**src/rtl/global_result_drain_pkg.sv**
```systemverilog
// Shared constants and drain state encoding for the global buffer result drain.
package global_result_drain_pkg;

  localparam int DATA_WIDTH        = 4;
  localparam int KB                = 32;
  localparam int WORD_WIDTH        = DATA_WIDTH + 2;
  localparam int SIZE_GLOBAL       = (KB * 8192) / DATA_WIDTH;
  localparam int ADDR_WIDTH_GLOBAL = $clog2(SIZE_GLOBAL);
  localparam int FIFO_WIDTH        = DATA_WIDTH + 1;

  // Results live in the upper half of the buffer, so at most half the depth can be drained.
  localparam logic [ADDR_WIDTH_GLOBAL-1:0] BASE_ADDR   = ADDR_WIDTH_GLOBAL'(SIZE_GLOBAL / 2);
  localparam logic [ADDR_WIDTH_GLOBAL-1:0] MAX_RESULTS = ADDR_WIDTH_GLOBAL'(SIZE_GLOBAL / 2);

  typedef enum logic [1:0] {
    ST_IDLE  = 2'd0,
    ST_DRAIN = 2'd1,
    ST_FLUSH = 2'd2,
    ST_DONE  = 2'd3
  } drain_state_e;

  // Limits a requested result count so reads never run past the top of the buffer.
  function automatic logic [ADDR_WIDTH_GLOBAL-1:0] clamp_results(
    input logic [ADDR_WIDTH_GLOBAL-1:0] req
  );
    return (req > MAX_RESULTS) ? MAX_RESULTS : req;
  endfunction

endpackage

```
**src/rtl/global_result_drain_fifo.sv**
```systemverilog
// Two-entry synchronous FIFO holding result beats (data plus last tag); entry 0 is always the head.
module drain_fifo #(
  parameter int WIDTH = 5
) (
  input  logic             clk,
  input  logic             rst,
  input  logic             push,
  input  logic [WIDTH-1:0] push_data,
  input  logic             pop,
  output logic [WIDTH-1:0] head,
  output logic             empty,
  output logic             full,
  output logic [1:0]       count
);

  logic [WIDTH-1:0] slot0_q, slot0_d;
  logic [WIDTH-1:0] slot1_q, slot1_d;
  logic [1:0]       count_q, count_d;

  // Next-state for the two slots: a pop shifts entry 1 down, a push fills the first free slot.
  always_comb begin
    slot0_d = slot0_q;
    slot1_d = slot1_q;
    count_d = count_q;
    case ({push, pop})
      2'b10: begin
        if (count_q == 2'd0) begin
          slot0_d = push_data;
          count_d = 2'd1;
        end else if (count_q == 2'd1) begin
          slot1_d = push_data;
          count_d = 2'd2;
        end
      end
      2'b01: begin
        if (count_q != 2'd0) begin
          slot0_d = slot1_q;
          count_d = count_q - 2'd1;
        end
      end
      2'b11: begin
        if (count_q == 2'd0) begin
          slot0_d = push_data;
          count_d = 2'd1;
        end else if (count_q == 2'd1) begin
          slot0_d = push_data;
        end else begin
          slot0_d = slot1_q;
          slot1_d = push_data;
        end
      end
      default: ;
    endcase
  end

  // Storage registers with synchronous clear.
  always_ff @(posedge clk) begin
    if (rst) begin
      slot0_q <= '0;
      slot1_q <= '0;
      count_q <= 2'd0;
    end else begin
      slot0_q <= slot0_d;
      slot1_q <= slot1_d;
      count_q <= count_d;
    end
  end

  assign head  = slot0_q;
  assign empty = (count_q == 2'd0);
  assign full  = (count_q == 2'd2);
  assign count = count_q;

endmodule

```
**src/rtl/global_result_drain.sv**
```systemverilog
// Streams results from the upper half of the global buffer to the host over valid/ready.
// The word returning from an in-flight read is presented directly when the FIFO is empty,
// so a granted, unstalled drain produces one beat per cycle with one cycle of read latency.
module global_result_drain
  import global_result_drain_pkg::*;
(
  input  logic                         clk,
  input  logic                         rst,
  input  logic                         start,
  input  logic [ADDR_WIDTH_GLOBAL-1:0] num_results,
  input  logic                         gb_grant,
  output logic                         ren_global,
  output logic [ADDR_WIDTH_GLOBAL-1:0] r_addr,
  input  logic [WORD_WIDTH-1:0]        dout_global,
  output logic [DATA_WIDTH-1:0]        m_data,
  output logic                         m_valid,
  input  logic                         m_ready,
  output logic                         m_last,
  output logic                         busy,
  output logic                         done
);

  drain_state_e                   state_q, state_d;
  logic [ADDR_WIDTH_GLOBAL-1:0]   n_q, n_d;
  logic [ADDR_WIDTH_GLOBAL-1:0]   issued_q, issued_d;
  logic                           inflight_q, inflight_d;
  logic                           inflight_last_q, inflight_last_d;
  logic                           zero_done_q, zero_done_d;

  logic                           fifo_push, fifo_pop, fifo_empty, fifo_full;
  logic [1:0]                     fifo_count;
  logic [FIFO_WIDTH-1:0]          fifo_head, head_sel, return_beat;
  logic [2:0]                     occupancy;
  logic                           out_valid, handshake, last_handshake;
  logic                           unused_tag_bits;

  assign unused_tag_bits = ^{dout_global[WORD_WIDTH-1:DATA_WIDTH], fifo_full};
  assign return_beat     = {inflight_last_q, dout_global[DATA_WIDTH-1:0]};
  assign occupancy       = {1'b0, fifo_count} + {2'b00, inflight_q};

  drain_fifo #(
    .WIDTH (FIFO_WIDTH)
  ) u_fifo (
    .clk       (clk),
    .rst       (rst),
    .push      (fifo_push),
    .push_data (return_beat),
    .pop       (fifo_pop),
    .head      (fifo_head),
    .empty     (fifo_empty),
    .full      (fifo_full),
    .count     (fifo_count)
  );

  // Output side: FIFO head if present, otherwise the returning word bypasses the FIFO.
  always_comb begin
    out_valid      = !fifo_empty || inflight_q;
    head_sel       = fifo_empty ? return_beat : fifo_head;
    handshake      = out_valid && m_ready;
    last_handshake = handshake && head_sel[DATA_WIDTH];
    fifo_pop       = handshake && !fifo_empty;
    fifo_push      = inflight_q && !(handshake && fifo_empty);
    m_valid        = out_valid;
    m_data         = out_valid ? head_sel[DATA_WIDTH-1:0] : '0;
    m_last         = out_valid && head_sel[DATA_WIDTH];
  end

  // Drain sequencing: read issue against free credits, address generation and completion.
  always_comb begin
    state_d         = state_q;
    n_d             = n_q;
    issued_d        = issued_q;
    inflight_d      = 1'b0;
    inflight_last_d = 1'b0;
    zero_done_d     = 1'b0;
    ren_global      = 1'b0;
    r_addr          = BASE_ADDR;
    busy            = 1'b0;
    done            = zero_done_q;
    case (state_q)
      ST_IDLE: begin
        if (start) begin
          if (num_results == '0) begin
            zero_done_d = 1'b1;
          end else begin
            n_d      = clamp_results(num_results);
            issued_d = '0;
            state_d  = ST_DRAIN;
          end
        end
      end
      ST_DRAIN: begin
        busy       = 1'b1;
        r_addr     = BASE_ADDR + issued_q;
        ren_global = gb_grant && (occupancy < 3'd2) && (issued_q < n_q);
        if (ren_global) begin
          issued_d        = issued_q + ADDR_WIDTH_GLOBAL'(1);
          inflight_d      = 1'b1;
          inflight_last_d = (issued_q == n_q - ADDR_WIDTH_GLOBAL'(1));
          if (issued_q + ADDR_WIDTH_GLOBAL'(1) == n_q) begin
            state_d = ST_FLUSH;
          end
        end
      end
      ST_FLUSH: begin
        busy = 1'b1;
        if (last_handshake) begin
          state_d = ST_DONE;
        end
      end
      ST_DONE: begin
        busy    = 1'b1;
        done    = 1'b1;
        state_d = ST_IDLE;
      end
      default: begin
        state_d = ST_IDLE;
      end
    endcase
  end

  // State and counter registers; reset drops any read still in flight.
  always_ff @(posedge clk) begin
    if (rst) begin
      state_q         <= ST_IDLE;
      n_q             <= '0;
      issued_q        <= '0;
      inflight_q      <= 1'b0;
      inflight_last_q <= 1'b0;
      zero_done_q     <= 1'b0;
    end else begin
      state_q         <= state_d;
      n_q             <= n_d;
      issued_q        <= issued_d;
      inflight_q      <= inflight_d;
      inflight_last_q <= inflight_last_d;
      zero_done_q     <= zero_done_d;
    end
  end

endmodule

```
**config.mk**
```make
export PLATFORM = sky130hd
export DESIGN_NAME = global_result_drain
export DESIGN_NICKNAME = d
export VERILOG_FILES = /design/src/rtl/global_result_drain_pkg.sv /design/src/rtl/global_result_drain_fifo.sv /design/src/rtl/global_result_drain.sv
export SDC_FILE = /design/constraint.sdc
export NUM_CORES = 1
export LEC_CHECK = 0
export ABC_AREA = 0
export CELL_PAD_IN_SITES_DETAIL_PLACEMENT = 1
export CELL_PAD_IN_SITES_GLOBAL_PLACEMENT = 1
export CORE_MARGIN = 4
export CORE_UTILIZATION = 38
export DETAILED_ROUTE_END_ITERATION = 10
export GPL_TIMING_DRIVEN = 0
export PLACE_DENSITY = 0.78
export SLEW_MARGIN = 10
export SYNTH_ARGS = -nofsm -noshare
export SYNTH_HDL_FRONTEND = slang
export SYNTH_SLANG_ARGS = --single-unit
```
**constraint.sdc**
```tcl
create_clock -name clk -period 6.9 [get_ports clk]
set_input_delay 1.38 -clock clk [delete_from_list [all_inputs] [get_ports clk]]
set_output_delay 1.38 -clock clk [all_outputs]
set_load 0.02 [all_outputs]
```
==> results of run 1 <==
==> metrics by stage <==
stage	cells	hold slack (ns)	worst slack (ns)	area [sq um]	total power (uW)
global route	719	0.548	1.79	4670	1180
CTS	719	0.521	1.93	4670	1100
floorplan	531	0.461	3.21	3950	738
detailed placement	711	0.496	1.93	4590	915
global placement	711	0.479	1.91	4590	895
finish	719	0.517	1.92	4670	1090
==> worst reg2reg max path, delay by kind of cell, from the launching register on <==
| family | cells | cell delay [ns] |
|---|---|---|
| adder cells (fa/ha/maj) | 1 | 0.34 |
| AND/OR/NAND/NOR | 2 | 0.93 |
| buffers and inverters | 3 | 0.69 |
| AO/OA/AOI/OAI | 5 | 0.87 |
| flip-flops | 1 | 0.32 |
==> per-layer routing <==
layer	global-route usage, %	vias up	wire length, um
met5	0	-	0
met1	27.8	1982	5810
met4	6.77	0	265
met2	38.6	61	6220
met3	2.76	20	443
li1	-	1993	-
==> power groups by stage <==
stage	clock network, uW	registers (uW)	logic [uW]
floorplan	0	333	405
global placement	0	339	556
detailed placement	0	341	575
CTS	184	334	578
global route	196	339	641
finish	176	334	576
==> cell type report <==
type / instances / area (sq um) / share of cell area, %
flip-flops and latches: 49 / 981 / 21.0
well taps: 133 / 166 / 3.56
clock inverters: 2 / 10.0 / 0.214
clock buffers: 6 / 72.6 / 1.55
inverters: 33 / 124 / 2.65
multi-input cells: 410 / 2690 / 57.5
repair buffers: 47 / 470 / 10.1
plain buffers: 39 / 160 / 3.43
==> Yosys cell counts (3+ instances only) <==
cell       n  area share, %
o211ai_1   5           0.95
ha_1      24            7.6
or4_1      4           0.76
and3_1     6           0.95
nor3_1     9            1.1
and4_1     6            1.3
nand4_1    9            1.4
or3_1     17            2.7
o21a_1    10            1.9
a22oi_1   12            2.3
inv_1     33            3.1
nor3b_1    8            1.5
nor2_1    52            4.9
buf_2      5           0.63
nor3_2     3           0.76
o21ai_0   30            3.8
xnor2_1   18            4.0
nor4_1     8            1.3
a21oi_1   46            5.8
a21o_1     3           0.57
dfxtp_1   49             25
clkbuf_1  32            3.0
nand2b_1   8            1.3
and2_1    16            2.5
mux2i_1   13            3.3
nand2_1   27            2.6
xor2_1    12            2.7
nor2b_1    4           0.63
a31oi_1   12            1.9
nand3_1   18            2.3
==> sequential cells by signal, summed over array words and instances (netlist names) <==
signal / flops
inflight_q: 1
u_fifo.slot1_q: 5
u_fifo.count: 2
zero_done_q: 1
issued_q: 16
u_fifo.head: 5
n_q: 16
inflight_last_q: 1
state_q: 2
==> worst max-delay path by stage <==
| stage | to | from | cells past startpoint | slack [ns] |
|---|---|---|---|---|
| floorplan | ren_global | gb_grant | 6 | 3.21 |
| global placement | ren_global | gb_grant | 8 | 1.91 |
| detailed placement | ren_global | gb_grant | 8 | 1.93 |
| CTS | ren_global | gb_grant | 8 | 1.93 |
| global route | ren_global | n_q[13]$_SDFFE_PP0P_ | 10 | 1.79 |
| finish | ren_global | gb_grant | 8 | 1.92 |
==> kinds of logic (layout without fill, tap and decap cells) <==
kind of cell | Yosys count | in the layout | share of synthesized area (%)
multiplexers | 14 | 14 | 3.58
AO/OA/AOI/OAI | 140 | 140 | 22.1
XOR/XNOR | 30 | 30 | 6.65
adder cells (fa/ha/maj) | 24 | 24 | 7.60
flip-flops | 49 | 49 | 24.8
buffers and inverters | 72 | 127 | 7.19
AND/OR/NAND/NOR | 202 | 202 | 28.1
==> reports/summary.txt, run 1 <==
run status = completed
Hold Crit Endpoint = u_fifo.slot1_q[3]$_SDFFE_PP0P_
clk sink count = 49
global-route wire length before repair = 20900 um
Antenna Cells = 0
RSZ-0062 raised after global routing = false
post-synthesis net count = 582
Vias/cell = 5.64
Slew headroom = 39.3%
Syn Inst Count = 531
PortBufs = 47
Post-Syn Area = 3950 sq um
Num CTS Buffers = 5
floorplan core area = 9950 sq um
maximum VDD drop = 0.0000963 V
commonest non-fill, non-tap cells in the layout = nor2_1 (52), dfxtp_1 (49), clkdlybuf4s50_1 (47), a21oi_1 (46)
number of global-route vias before repair = 4104
Hold Vio Cnt, Final = 0
part of the Yosys area used for sequential elements = 24.8%
die height = 110 um
DR pass1 iterations = 4
asr flop ratio synth = 0%
Tcrit/Tclk final = 72.2%
hold path depth = 2
Die X = 110 um
Area Overhead vs Synth = 18.2%
reg2reg start = n_q[13]$_SDFFE_PP0P_
final RePlAce weighted congestion = 0.891
grt ovf = 0
CTS Hold Bufs = 0
Distinct cells, synth = 55
Cell Int Power = 599 uW
most common cell after layout, fill and taps aside = nor2_1
Synth warnings = 0
Hold Path Origin = u_fifo.slot1_q[3]$_SDFFE_PP0P_
Initial DRC Count = 209
critical path's top delay family = buffers and inverters
clock root cell = clkbuf_8
Tightest Pin Transition = 0.908 ns
Reg clk slew, reported paths = 0.09 ns
Clock Power Share = 16.2%
htree depth = 2
Worst Path Required = 5.52 ns
FF-to-FF End = issued_q[14]$_SDFFE_PP0P_
Setup Viol. Count Final = 0
sequential share of power = 30.8%
filler instances = 1280
crit start category = primary input
pin count of the biggest net entering global routing = 15
Worst path slowest cell = clkdlybuf4s50_1
Critical Path End Type = output pin
mean post-synth cell area = 7.44 sq um
Starting Density = 39.7%
switching part of the total = 44.8%
minimum clock period = 4.98 ns
R2R depth = 11
clock latency on the worst-skew pair = 0.32 ns
Logic pwr share = 53.0%
Post-synth EDFFs = 0
final core area utilization = 46.9%
Hold Path Class = reg2reg
total leakage power = 0.00163 uW
drt total wl = 12700 um
critical path class = in2out
initial antenna violation count = 0
DRC viols = 0
final max-slew violation count = 0
share of cells above drive strength 1 = 4.10%
Post-synth top flop = dfxtp_1
DP HPWL = 10000 um
max-cap viol count = 0
die area = 12100 sq um
Worst Clk Skew = 0.00309 ns
Rows = 36
post-synthesis register bit count = 49
Final nets = 636
post-CTS setup buffers = 0
io pins = 52
Max Fclk = 201 MHz
CTS tree = yes
Routed Antenna Nets = 0
crit-path max FO = 10
CP Data Arrival Time = 3.60 ns
global-route usage over all layers = 22.0%
Via Count = 4056
sw power = 487 uW
CP bufs+invs = 4
PostCTS Resize Cnt = 0
slowest cell delay on critical path = 0.61 ns
R2R setup slack = 3.66 ns
clock tree buffer depth = 2
CP Cell Sequence = clkdlybuf4s50_1 > nand3_1 > a21oi_1 > o211ai_1 > clkbuf_1 > clkbuf_1 > nor2_1 > clkdlybuf4s50_1
Wirelength per Cell = 17.7 um
setup TNS = 0 ns
Power Dens Cells = 233 nW/um^2
Power figures use the tool's default switching activity.
==> run 2: changes to the inputs <==
--- a/config.mk
+++ b/config.mk
@@ -9,10 +9,10 @@
 export CELL_PAD_IN_SITES_DETAIL_PLACEMENT = 1
 export CELL_PAD_IN_SITES_GLOBAL_PLACEMENT = 1
 export CORE_MARGIN = 4
-export CORE_UTILIZATION = 38
+export CORE_UTILIZATION = 37
 export DETAILED_ROUTE_END_ITERATION = 10
 export GPL_TIMING_DRIVEN = 0
-export PLACE_DENSITY = 0.78
+export PLACE_DENSITY = 0.79
 export SLEW_MARGIN = 10
 export SYNTH_ARGS = -nofsm -noshare
 export SYNTH_HDL_FRONTEND = slang
==> constraint.sdc (replaced) <==
create_clock -name clk -period 4.05 [get_ports clk]
set_input_delay 0.81 -clock clk [delete_from_list [all_inputs] [get_ports clk]]
set_output_delay 0.81 -clock clk [all_outputs]
set_load 0.02 [all_outputs]
==> run 2 against run 1 <==
Global-route usage is 1.4 points lower. Clock power grew 150%. Final cell count down 0.14%. Highest routed layer unchanged. Sequential cell count did not move. Core utilization down 1.4 points. Combinational power up 69%. Critical path type is now in2reg.
==> reports/summary.txt, run 2 (synthesis gave the netlist of run 1 again) <==
crit-path max FO = 10 (unchanged)
register area = 982 sq um (+0.13%)
Area Overhead vs Synth = 19.4%
Hold Path Origin = u_fifo.slot1_q[3]$_SDFFE_PP0P_
CP Data Arrival Time = 3.79 ns (+0.19 ns)
sequential share of power = 29.2% (-1.6 points)
Tightest Pin Transition = 0.876 ns (-0.0322 ns)
Final nets = 632 (-0.63%)
most common cell after layout, fill and taps aside = nor2_1
metal2 WL = 6420 um (+3.2%)
die area = 12400 sq um (+2.5%)
Power Dens Cells = 421 nW/um^2 (+81%)
Num CTS Buffers = 5 (unchanged)
Worst Clk Skew = 0.00979 ns (+0.00670 ns)
Hold Path Class = reg2reg
FF-to-FF End = state_q[0]$_SDFFE_PP0P_
Reg clk slew, reported paths = 0.10 ns (about the same)
R2R depth = 8 (-3)
reg2reg start = issued_q[1]$_SDFFE_PP0P_
setup TNS = 0 ns (unchanged)
initial antenna violation count = 0 (unchanged)
Cell Int Power = 1150 uW (+91%)
Tcrit/Tclk final = 87.4%
Hold Vio Cnt, Final = 0 (unchanged)
Worst Path Required = 4.30 ns (-1.22 ns)
Vias/cell = 5.68 (+0.61%)
Clock Power Share = 21.8% (+5.6 points)
total leakage power = 0.00167 uW (+2.6%)
Logic pwr share = 49.0% (-4.0 points)
clock tree buffer depth = 2 (unchanged)
run status = completed
Slew headroom = 41.5% (+2.1 points)
DRC viols = 0 (unchanged)
minimum clock period = 3.54 ns
DP HPWL = 10000 um (about the same)
Starting Density = 38.1% (-1.6 points)
maximum VDD drop = 0.000204 V (+110%)
clock root cell = clkbuf_8
clock latency on the worst-skew pair = 0.33 ns (about the same)
DR pass1 iterations = 4 (unchanged)
CTS tree = yes
placed cell area = 4590 sq um (about the same)
DR top layer = met4
Power Total = 1990 uW (+83%)
floorplan core area = 10400 sq um (+4.2%)
met1 WL = 5770 um (-0.67%)
pin count of the biggest net entering global routing = 16 (+1)
hold path depth = 2 (unchanged)
Die X = 111 um (+1.2%)
sw power = 839 uW (+72%)
share of cells above drive strength 1 = 4.81% (+0.72 points)
die height = 111 um (+1.2%)
io pins = 52 (unchanged)
footprint of the multi-input gates = 2690 sq um (unchanged)
Critical Path End Type = register
number of global-route vias before repair = 4229 (+3.0%)
Max Fclk = 283 MHz
R2R setup slack = 1.10 ns (-2.56 ns)
Setup Viol. Count Final = 0 (unchanged)
drt total wl = 12900 um (+1.2%)
global-route wire length before repair = 21100 um (+1.0%)
crit start category = primary input
Via Count = 4075 (+0.47%)
commonest non-fill, non-tap cells in the layout = nor2_1 (52), dfxtp_1 (48), a21oi_1 (46), clkdlybuf4s50_1 (46), inv_1 (33)
final RePlAce weighted congestion = 0.877 (-1.6%)
htree depth = 2 (unchanged)
Antenna Cells = 0 (unchanged)
PortBufs = 47 (unchanged)
global-route usage over all layers = 20.6% (-1.4 points)
switching part of the total = 42.2% (-2.6 points)
Wirelength per Cell = 17.9 um (+1.3%)
critical path class = in2reg
Initial DRC Count = 165 (-21%)
Finished Cell Area = 4720 sq um (+0.99%)
filler instances = 1312 (+2.5%)
clk sink count = 49 (unchanged)
Rows = 37 (+2.8%)
Largest regs = issued_q x16, n_q x16
met3 WL = 467 um (+5.4%)
Routed Antenna Nets = 0 (unchanged)
max-cap viol count = 0 (unchanged)
final max-slew violation count = 0 (unchanged)
RSZ-0062 raised after global routing = false
grt ovf = 0 (unchanged)
Hold Crit Endpoint = u_fifo.slot1_q[3]$_SDFFE_PP0P_
[run 2: power by group through the flow]
stage | Clock [uW] | Sequential [uW] | Combinational [uW]
after global placement | 0 | 578 | 937
after detailed placement | 0 | 582 | 971
after floorplan | 0 | 567 | 690
after CTS | 441 | 572 | 983
final | 432 | 580 | 973
after global routing | 458 | 588 | 1080
[run 2: how the worst max path moves through the flow]
stage	depth (start not counted)	start	end	slack (ns)
2_1_floorplan	10	n_q[13]$_SDFFE_PP0P_	ren_global	1.11
3_3_place_gp	11	n_q[8]$_SDFFE_PP0P_	ren_global	0.20
3_5_place_dp	11	n_q[8]$_SDFFE_PP0P_	ren_global	0.14
4_1_cts	10	n_q[8]$_SDFFE_PP0P_	ren_global	0.01
5_1_grt	11	n_q[5]$_SDFFE_PP0P_	ren_global	0.26
6_report	8	num_results[0]	issued_q[3]$_SDFFE_PP0P_	0.51
[run 2: metrics by stage]
stage / cells / hold WS [ns] / utilization [%] / setup WS (ns)
finish: 718 / 0.518 / 45.5 / 0.510
global route: 718 / 0.551 / 45.5 / 0.256
CTS: 721 / 0.522 / 45.5 / 0.0108
detailed placement: 714 / 0.498 / 44.3 / 0.144
global placement: 714 / 0.476 / 44.3 / 0.204
floorplan: 531 / 0.461 / - / 1.11
[run 2: what timing repair did]
item / 4_1_cts / 5_1_grt
setup endpoints to repair: 1 / 1
hold buffers: 0 / 0
setup buffers: 0 / 0
resized for setup: 2 / 2
[run 2: layout make-up]
| class | count | area share, % |
|---|---|---|
| Multi-Input combinational cell | 410 | 56.9 |
| Sequential cell | 49 | 20.8 |
| Timing Repair Buffer | 47 | 10.0 |
| Tap cell | 136 | 3.61 |
| Buffer | 35 | 3.13 |
| Inverter | 33 | 2.63 |
| Clock buffer | 5 | 1.46 |
| Clock inverter | 3 | 1.38 |
[run 2: routing by layer]
metal	up-vias	GRT usage [%]
met2	79	37.2
met1	1988	25.1
met5	-	0
met4	0	6.57
li1	1991	-
met3	17	3.06
[run 2: worst max-delay path, cell delays in order]
cell             delay [ns]
clkdlybuf4s50_1        0.42
nor4_1                 0.49
nand4_1                0.40
o21bai_1               0.33
a21boi_1               0.54
clkbuf_1               0.44
o21ai_0                0.17
a21oi_1                0.18
==> run 3: changes to the inputs <==
--- a/config.mk
+++ b/config.mk
@@ -13,6 +13,7 @@
 export DETAILED_ROUTE_END_ITERATION = 10
 export GPL_TIMING_DRIVEN = 0
 export PLACE_DENSITY = 0.79
+export SETUP_SLACK_MARGIN = 0.2
 export SLEW_MARGIN = 10
 export SYNTH_ARGS = -nofsm -noshare
 export SYNTH_HDL_FRONTEND = slang
==> run 3 against run 2 <==
Clock skew fell by 0.0017 ns. Critical path type is now reg2out. Design area rose by 0.32%. Highest routed layer unchanged. Maximum frequency fell by 1.8%. Count of clock-buffer cells in the layout did not move. Combinational power rose by 1%. Worst hold slack got worse by 0.0011 ns. Critical endpoint is now ren_global. Clock power barely moved.
==> reports/summary.txt, run 3 (synthesis gave the netlist of run 1 again) <==
R2R setup slack = 1.06 ns (-0.04 ns)
CP Cell Sequence = clkbuf_2 > inv_1 > ha_1 > a21o_1 > a21o_1 > a21oi_1 > o211ai_1 > buf_2 > buf_2 > nor2_1 > dlygate4sd2_1
placed instance count = 714 (unchanged)
crit-path max FO = 10 (unchanged)
Routed Antenna Nets = 0 (unchanged)
die height = 111 um (unchanged)
final core area utilization = 45.6% (+0.14 points)
slowest cell delay on critical path = 0.34 ns (-0.20 ns)
share of cells above drive strength 1 = 5.29% (+0.48 points)
Die X = 111 um (unchanged)
CTS tree = yes
Critical Path End Type = output pin
RSZ-0062 raised after global routing = false
die area = 12400 sq um (unchanged)
initial antenna violation count = 0 (unchanged)
post-CTS setup buffers = 0 (unchanged)
number of global-route vias before repair = 4231 (+0.047%)
filler instances = 1317 (+0.38%)
CP Data Arrival Time = 2.80 ns (-0.99 ns)
Max Fclk = 277 MHz (-1.8%)
total leakage power = 0.00167 uW (+0.20%)
io pins = 52 (unchanged)
final max-slew violation count = 0 (unchanged)
Hold Path Class = reg2reg
max-cap viol count = 0 (unchanged)
clk sink count = 49 (unchanged)
maximum VDD drop = 0.000202 V (-0.96%)
Hold Vio Cnt, Final = 0 (unchanged)
Slew headroom = 41.1% (-0.32 points)
htree depth = 2 (unchanged)
Area Overhead vs Synth = 19.8%
critical path class = reg2out
global-route wire length before repair = 21100 um (about the same)
final std cells w/o fill = 722 (+0.56%)
grt ovf = 0 (unchanged)
Wirelength per Cell = 17.9 um (-0.46%)
most common cell after layout, fill and taps aside = nor2_1
footprint of the multi-input gates = 2690 sq um (unchanged)
Largest regs = issued_q x16, n_q x16
commonest non-fill, non-tap cells in the layout = nor2_1 (52), dfxtp_1 (49), a21oi_1 (46), clkdlybuf4s50_1 (46), inv_1 (33)
clock latency on the worst-skew pair = 0.33 ns (about the same)
Starting Density = 38.1% (unchanged)
Final nets = 636 (+0.63%)
register area = 981 sq um (-0.13%)
DRC viols = 0 (unchanged)
global-route usage over all layers = 20.6% (about the same)
Worst path slowest cell = dlygate4sd2_1
minimum clock period = 3.61 ns (+0.0657 ns)
final RePlAce weighted congestion = 0.877 (unchanged)
setup TNS = 0 ns (unchanged)
Tcrit/Tclk final = 89.0% (+1.6 points)
DP HPWL = 10000 um (unchanged)
Via Count = 4124 (+1.2%)
CTS Hold Bufs = 0 (unchanged)
Initial DRC Count = 187 (+13%)
Vias/cell = 5.71 (+0.64%)
Power Dens Cells = 421 nW/um^2 (-0.15%)
drt total wl = 12900 um (about the same)
Reg clk slew, reported paths = 0.09 ns (about the same)
floorplan core area = 10400 sq um (unchanged)
PortBufs = 47 (unchanged)
run status = completed
Rows = 37 (unchanged)
clock root cell = clkbuf_8
Worst Clk Skew = 0.00813 ns (-0.00166 ns)
DR pass1 iterations = 4 (unchanged)
Antenna Cells = 0 (unchanged)
Tightest Pin Transition = 0.881 ns (+0.00483 ns)
Num CTS Buffers = 5 (unchanged)
Setup Viol. Count Final = 0 (unchanged)
pin count of the biggest net entering global routing = 16 (unchanged)
crit start category = register
Worst Path Required = 3.24 ns (-1.06 ns)
clock tree buffer depth = 2 (unchanged)
-- run 3: cell count changes in the layout (fill, tap and decap cells not counted) --
cell	change
buf_2	+2
dlymetal6s2s_1	-1
dlygate4sd2_1	+1
dfxtp_1	+1
dfxtp_2	-1
clkbuf_2	+2
-- run 3: final timing paths --
kind | cells after the start | end | start
worst max-delay path | 11 | ren_global | n_q[13]$_SDFFE_PP0P_
worst min-delay path | 2 | u_fifo.slot1_q[3]$_SDFFE_PP0P_ | u_fifo.slot1_q[3]$_SDFFE_PP0P_
worst max register to register | 8 | state_q[0]$_SDFFE_PP0P_ | issued_q[1]$_SDFFE_PP0P_
worst min register to register | 2 | u_fifo.slot1_q[3]$_SDFFE_PP0P_ | u_fifo.slot1_q[3]$_SDFFE_PP0P_
-- run 3: critical path: cells and delay by family (launching register included) --
family          cells  cell delay (ns)
buf+inv             5             1.03
compound gates      4             0.71
flops               1             0.32
fa+ha+maj           1             0.32
simple gates        1             0.10
-- run 3: power breakdown --
group / total (uW) / internal [uW] / switching, uW / leakage, uW
Clock: 432 / 245 / 186 / 0.0000681
Combinational: 987 / 380 / 608 / 0.00121
Sequential: 570 / 524 / 46.4 / 0.000397
Total: 1990 / 1150 / 840 / 0.00167
-- run 3: metrics by stage --
stage / area (sq um) / hold WS, ns / setup WS (ns) / total power (uW)
detailed placement: 4590 / 0.498 / 0.144 / 1550
CTS: 4730 / 0.522 / 0.352 / 2000
global route: 4730 / 0.551 / 0.225 / 2130
finish: 4730 / 0.517 / 0.445 / 1990
global placement: 4590 / 0.476 / 0.204 / 1510
floorplan: 3950 / 0.461 / 1.11 / 1260
-- run 3: routing by layer --
metal / global-route usage [%] / wire, um / up-vias
met2: 37.2 / 6360 / 86
li1: - / - / 2000
met1: 25.1 / 5850 / 2019
met4: 6.57 / 249 / 0
met5: 0 / 0 / -
met3: 3.06 / 436 / 19
-- run 3: what timing repair did --
item                       CTS  global route
setup endpoints to repair    1             1
resized for setup            7             2
hold endpoints to repair     0             0
-- run 3: area by class of cell --
type	count	area share [%]
inverter	33	2.62
sequential	49	20.7
clock inverter	3	1.38
multi-input combinational	410	56.8
clock buffer	5	1.45
timing repair buffer	47	9.92
tap	136	3.60
buffer	39	3.54
